**src/rtl/pwm_gate_pkg.sv**
```systemverilog
// Shared types and helpers for the half-bridge gate driver.
// Optional min-on hold is enabled with `define PWM_GATE_MIN_ON_EN.
package pwm_gate_pkg;

  typedef enum logic [2:0] {
    IDLE  = 3'd0,
    DT_H  = 3'd1,
    HI    = 3'd2,
    DT_L  = 3'd3,
    LO    = 3'd4,
    FAULT = 3'd5
  } gate_state_t;

  // A zero dead time still yields one cycle with both gates off.
  function automatic int unsigned dt_eff(input int unsigned d);
    return (d == 0) ? 32'd1 : d;
  endfunction

endpackage

```
**src/rtl/pwm_gate_driver_dly_cnt.sv**
```systemverilog
// Loadable down-counter; done flags the final cycle of a loaded interval.
module dly_cnt #(
  parameter int W = 8
) (
  input  logic         clk,
  input  logic         rst,
  input  logic         load,
  input  logic [W-1:0] value,
  output logic         done
);

  logic [W-1:0] count;

  always_ff @(posedge clk) begin
    if (rst) begin
      count <= '0;
    end else if (load) begin
      count <= value;
    end else if (count != '0) begin
      count <= count - 1'b1;
    end
  end

  assign done = (count <= W'(1));

endmodule

```
**src/rtl/pwm_gate_driver.sv**
```systemverilog
// Complementary gate drive for one half-bridge leg with dead time and latched fault.
// Build option: `define PWM_GATE_MIN_ON_EN adds a MIN_ON-cycle hold in HI/LO.
module pwm_gate_driver
  import pwm_gate_pkg::*;
#(
  parameter int DTW    = 8,
  parameter int MIN_ON = 4
) (
  input  logic           clk,
  input  logic           rst,
  input  logic           en,
  input  logic           pwm,
  input  logic [DTW-1:0] dt,
  input  logic           fault,
  input  logic           clr_fault,
  output logic           gate_hi,
  output logic           gate_lo,
  output logic           faulted,
  output logic           dead,
  output gate_state_t    state
);

  gate_state_t nxt;
  logic        dt_load;
  logic        dt_done;
  logic        hold_done;

  assign dt_load = ((nxt == DT_H) || (nxt == DT_L)) && (nxt != state);

  dly_cnt #(.W(DTW)) u_dead (
    .clk   (clk),
    .rst   (rst),
    .load  (dt_load),
    .value (DTW'(dt_eff(32'(dt)))),
    .done  (dt_done)
  );

`ifdef PWM_GATE_MIN_ON_EN
  localparam int HW = $clog2(MIN_ON + 1);
  logic hold_load;

  assign hold_load = ((nxt == HI) || (nxt == LO)) && (nxt != state);

  dly_cnt #(.W(HW)) u_hold (
    .clk   (clk),
    .rst   (rst),
    .load  (hold_load),
    .value (HW'(MIN_ON)),
    .done  (hold_done)
  );
`else
  assign hold_done = 1'b1;
`endif

  // Fault and disable override everything except reset; FAULT ignores en.
  always_comb begin
    nxt = state;
    if ((state != FAULT) && fault) begin
      nxt = FAULT;
    end else if ((state != FAULT) && !en) begin
      nxt = IDLE;
    end else begin
      case (state)
        IDLE:  nxt = pwm ? DT_H : DT_L;
        DT_H: begin
          if (dt_done)   nxt = HI;
          else if (!pwm) nxt = LO;
        end
        HI:    if (!pwm && hold_done) nxt = DT_L;
        DT_L: begin
          if (dt_done)  nxt = LO;
          else if (pwm) nxt = HI;
        end
        LO:    if (pwm && hold_done) nxt = DT_H;
        FAULT: if (clr_fault && !fault) nxt = IDLE;
        default: nxt = IDLE;
      endcase
    end
  end

  always_ff @(posedge clk) begin
    if (rst) begin
      state   <= IDLE;
      gate_hi <= 1'b0;
      gate_lo <= 1'b0;
      faulted <= 1'b0;
      dead    <= 1'b0;
    end else begin
      state   <= nxt;
      gate_hi <= (nxt == HI);
      gate_lo <= (nxt == LO);
      faulted <= (nxt == FAULT);
      dead    <= (nxt == DT_H) || (nxt == DT_L);
    end
  end

endmodule

```
**config.mk**
```make
export PLATFORM = sky130hd
export DESIGN_NAME = pwm_gate_driver
export DESIGN_NICKNAME = d
export VERILOG_FILES = /design/src/rtl/pwm_gate_pkg.sv /design/src/rtl/pwm_gate_driver_dly_cnt.sv /design/src/rtl/pwm_gate_driver.sv
export SDC_FILE = /design/constraint.sdc
export NUM_CORES = 1
export LEC_CHECK = 0
export ABC_AREA = 1
export CAP_MARGIN = 20
export CORE_MARGIN = 5
export CORE_UTILIZATION = 45
export CTS_BUF_LIST = sky130_fd_sc_hd__clkbuf_16
export CTS_CLUSTER_DIAMETER = 150
export CTS_CLUSTER_SIZE = 14
export DETAILED_ROUTE_END_ITERATION = 16
export GPL_ROUTABILITY_DRIVEN = 0
export HOLD_SLACK_MARGIN = 0.05
export PLACE_DENSITY = 0.75
export SETUP_SLACK_MARGIN = 0.5
export SYNTH_ARGS = -nofsm -noshare
export SYNTH_HDL_FRONTEND = slang
export SYNTH_SLANG_ARGS = --single-unit
```
**constraint.sdc**
```tcl
create_clock -name clk -period 1.8 [get_ports clk]
set_input_delay 0.45 -clock clk [delete_from_list [all_inputs] [get_ports clk]]
set_output_delay 0.45 -clock clk [all_outputs]
set_load 0.05 [all_outputs]
```
==> reports/qor.yml <==
outcome:
  run_status: "finished, violations left"
  violations: "setup timing"
drt:
  ant_nets: 0
  vias: 1131
  drt_iter0_drc: 8
  vias_per_cell: 5.31
  wl_per_cell_um: 14.4
  drcViolationCount: 0
  firstDrtPassIters: 4
  wl_mm: 3.07
clocking:
  root_buffer: "clkbuf_16"
  cts_buffers: 3
  ctsHoldBuffers: 0
  cts_sinks: 15
  clock_latency_ns: 0.25
  htree_levels: 1
  cts_tree: "done"
  clk_pin_slew_worst_paths_ns: 0.05
  cts_max_path_buffers: 2
pwr:
  comb_power_share_pct: 63.1
  p_seq_share_pct: 20.5
  p_clk_share_pct: 16.4
  swShare_pct: 44.2
  ir_drop_mv: 1.39
  switchingPower_mw: 1.18
  pwr_density_cell_mw_per_mm2: 1620
  p_leak_nw: 0.728
  p_int_mw: 1.48
floorplan:
  initial_utilization_pct: 46.1
  die_area_mm2: 0.00324
  io_pins: 21
  core_mm2: 0.00215
  rows: 17
  die_w_um: 56.9
  die_height_um: 56.9
global_route:
  grt_pass1_vias: 1104
  grt_max_degree: 10
  track_usage_pct: 19.1
  grt_pass1_wl_mm: 4.86
  grt_overflow_total: 0
  antenna_found_initial: 0
timing:
  drv_slew: 0
  fin_tns_setup_ns: -0.691
  rsz0062_at_grt: "true"
  slew_headroom_pct: 81.4
  worst_slack_ns: -0.137
  min_period_over_period_pct: 108
  hold_violations: 0
  fmax_ghz: 0.516
  period_minus_slack_ns: 1.94
  worstMarginPinSlew_ns: 0.278
  setup_viol: 8
  fin_worst_skew_ns: 0.00413
final_layout:
  nets: 203
  num-fill-cells: 144
  final_core_util_pct: 76.3
  drive_above_1_share_pct: 50.3
  layout_commonest_cell: "buf_4"
  diodes: 0
  final_cell_mix: "buf_4, nor2_1, nand2_1, dfxtp_1, clkdlybuf4s50_1"
  multi_input_area_um2: 748
  area_growth_pct: 65.4
  register_area_um2: 317
critical_path:
  required_ns: 1.97
  critPathSlowestCell: "dfxtp_2"
  rrSetupSlack_ns: -0.14
  worstReg2RegStart: "u_dead.count[1]"
  critPathKind: "flip-flop to flip-flop"
  regToRegEndpoint: "u_dead.count[1]"
  reg2reg_depth: 14
  critPathTopFamily: "simple AND/OR/NAND/NOR gates"
  critPathCaptureType: "flip-flop"
  slowest_delay_ns: 0.36
  path_common_cell: "nand2_2"
  cp_cell_sequence: "inv_4 > ha_4 > or2_4 > nand4_4 > nand2_2 > nand2_2 > nand2_4 > buf_6 > nor2_4 > nand2_4 > buf_6 > nand2_2 > nand2_2 > a21oi_2"
  crit_arrival_ns: 2.10
  cp-start-kind: "flip-flop"
  crit_path_max_fanout: 7
  crit_buf_inv: 3
synthesis:
  ys_types: 29
  synth_ff_type: "dfxtp_1"
  ys_warn_count: 0
  syn-num-nets: 156
  syn_area_um2: 991
  ys_async_sr_fraction_pct: 0
  synth-edff-count: 0
  yosysTopAreaCell: "dfxtp_1"
  synth_top_area_share_pct: 30.3
  syn_inst: 139
  synth_area_per_cell_um2: 7.13
  yosysSeqAreaShare_pct: 30.3
  synth-seq-cells: 15
  synth_area_leaders: "dfxtp_1, nand2_1, nor2_1"
run:
  drv_cap: 0
placement:
  place_ws_ns: -0.447
  io_buffer_count: 20
  place.detailed.hpwl_mm: 1.90
worst_hold_path:
  hp-class: "flip-flop to flip-flop"
  min-delay-start: "u_dead.count[1]"
  min_path_cells: 3
  holdPathEnd: "u_dead.count[1]"
[flip-flops by register name, indices dropped and copies added, names as in the netlist]
name and flops:
dead 1, gate_hi 1, gate_lo 1, faulted 1
u_dead.count 8, state 3
[synth_stat cells (2+ instances only)]
cell and n:
nand2_4 2, xor2_1 3, a21oi_2 3, o21ai_1 4, nor2_2 5, inv_1 13, inv_2 4, ha_1 3
nand3_2 3, o211ai_1 2, nor3_1 3, xnor2_1 3, nand2_2 7, nand2_1 20, nor2_1 18, dfxtp_1 15
a21oi_1 6, nand3_1 13, o21ai_0 2
[worst max path at each step]
stage | startpoint | endpoint | cells after the start
4_1_cts | u_dead.count[0] | u_dead.count[2] | 15
3_5_place_dp | pwm | u_dead.count[2] | 14
6_report | u_dead.count[1] | u_dead.count[1] | 14
5_1_grt | u_dead.count[1] | u_dead.count[1] | 14
3_3_place_gp | pwm | u_dead.count[4] | 14
2_1_floorplan | u_dead.count[1] | u_dead.count[7] | 16
[power groups by stage]
stage	clock network (mW)	registers (mW)	logic (mW)
2_1_floorplan	0	0.559	0.887
3_3_place_gp	0	0.521	1.26
3_5_place_dp	0	0.524	1.30
4_1_cts	0.441	0.519	1.45
5_1_grt	0.455	0.555	1.82
6_report	0.436	0.544	1.68
[timing repair]
action / in CTS / in global routing
endpoints found under the setup margin: 16 / 17
pin swaps: 18 / 13
buffers inserted: 8 / 2
gates resized for setup: 19 / 24
[worst min-delay path: stages, from the launching register on]
cell,delay (ns)
dfxtp_2,0.33
buf_4,0.14
nand3_2,0.07
a21oi_2,0.05
[cell families after synthesis]
group / share of synthesized area [%]
AOI/OAI and AO/OA: 12.6
buffers and inverters: 7.95
and+or+nand+nor: 40.0
xor gates and xnor gates: 5.30
DFF: 30.3
adders and majority gates: 3.79
[layout make-up]
type | instances | share of cell area [%]
Multi-Input combinational cell | 105 | 45.6
Tap cell | 28 | 2.14
Sequential cell | 15 | 19.3
Inverter | 17 | 4.20
Timing Repair Buffer | 44 | 23.8
Clock inverter | 1 | 0.305
Clock buffer | 3 | 4.58
[metrics by stage]
stage | power [mW] | hold WS, ns | instances | cell area (um^2)
finish | 2.66 | 0.635 | 213 | 1640
global route | 2.83 | 0.667 | 213 | 1640
CTS | 2.41 | 0.611 | 211 | 1520
detailed placement | 1.82 | 0.605 | 199 | 1330
global placement | 1.78 | 0.604 | 199 | 1330
floorplan | 1.45 | 0.466 | 139 | 1020
[layer usage]
metal	share of wire [%]	up-vias	wire length, um	track usage (%)
li1	-	554	-	-
met1	40	540	1240	20.2
met2	53	29	1630	34.1
met3	3.9	8	121	5.29
met4	2.6	0	81	9.93
met5	0	-	0	0
Note: power is estimated with default switching activity, not from simulation.
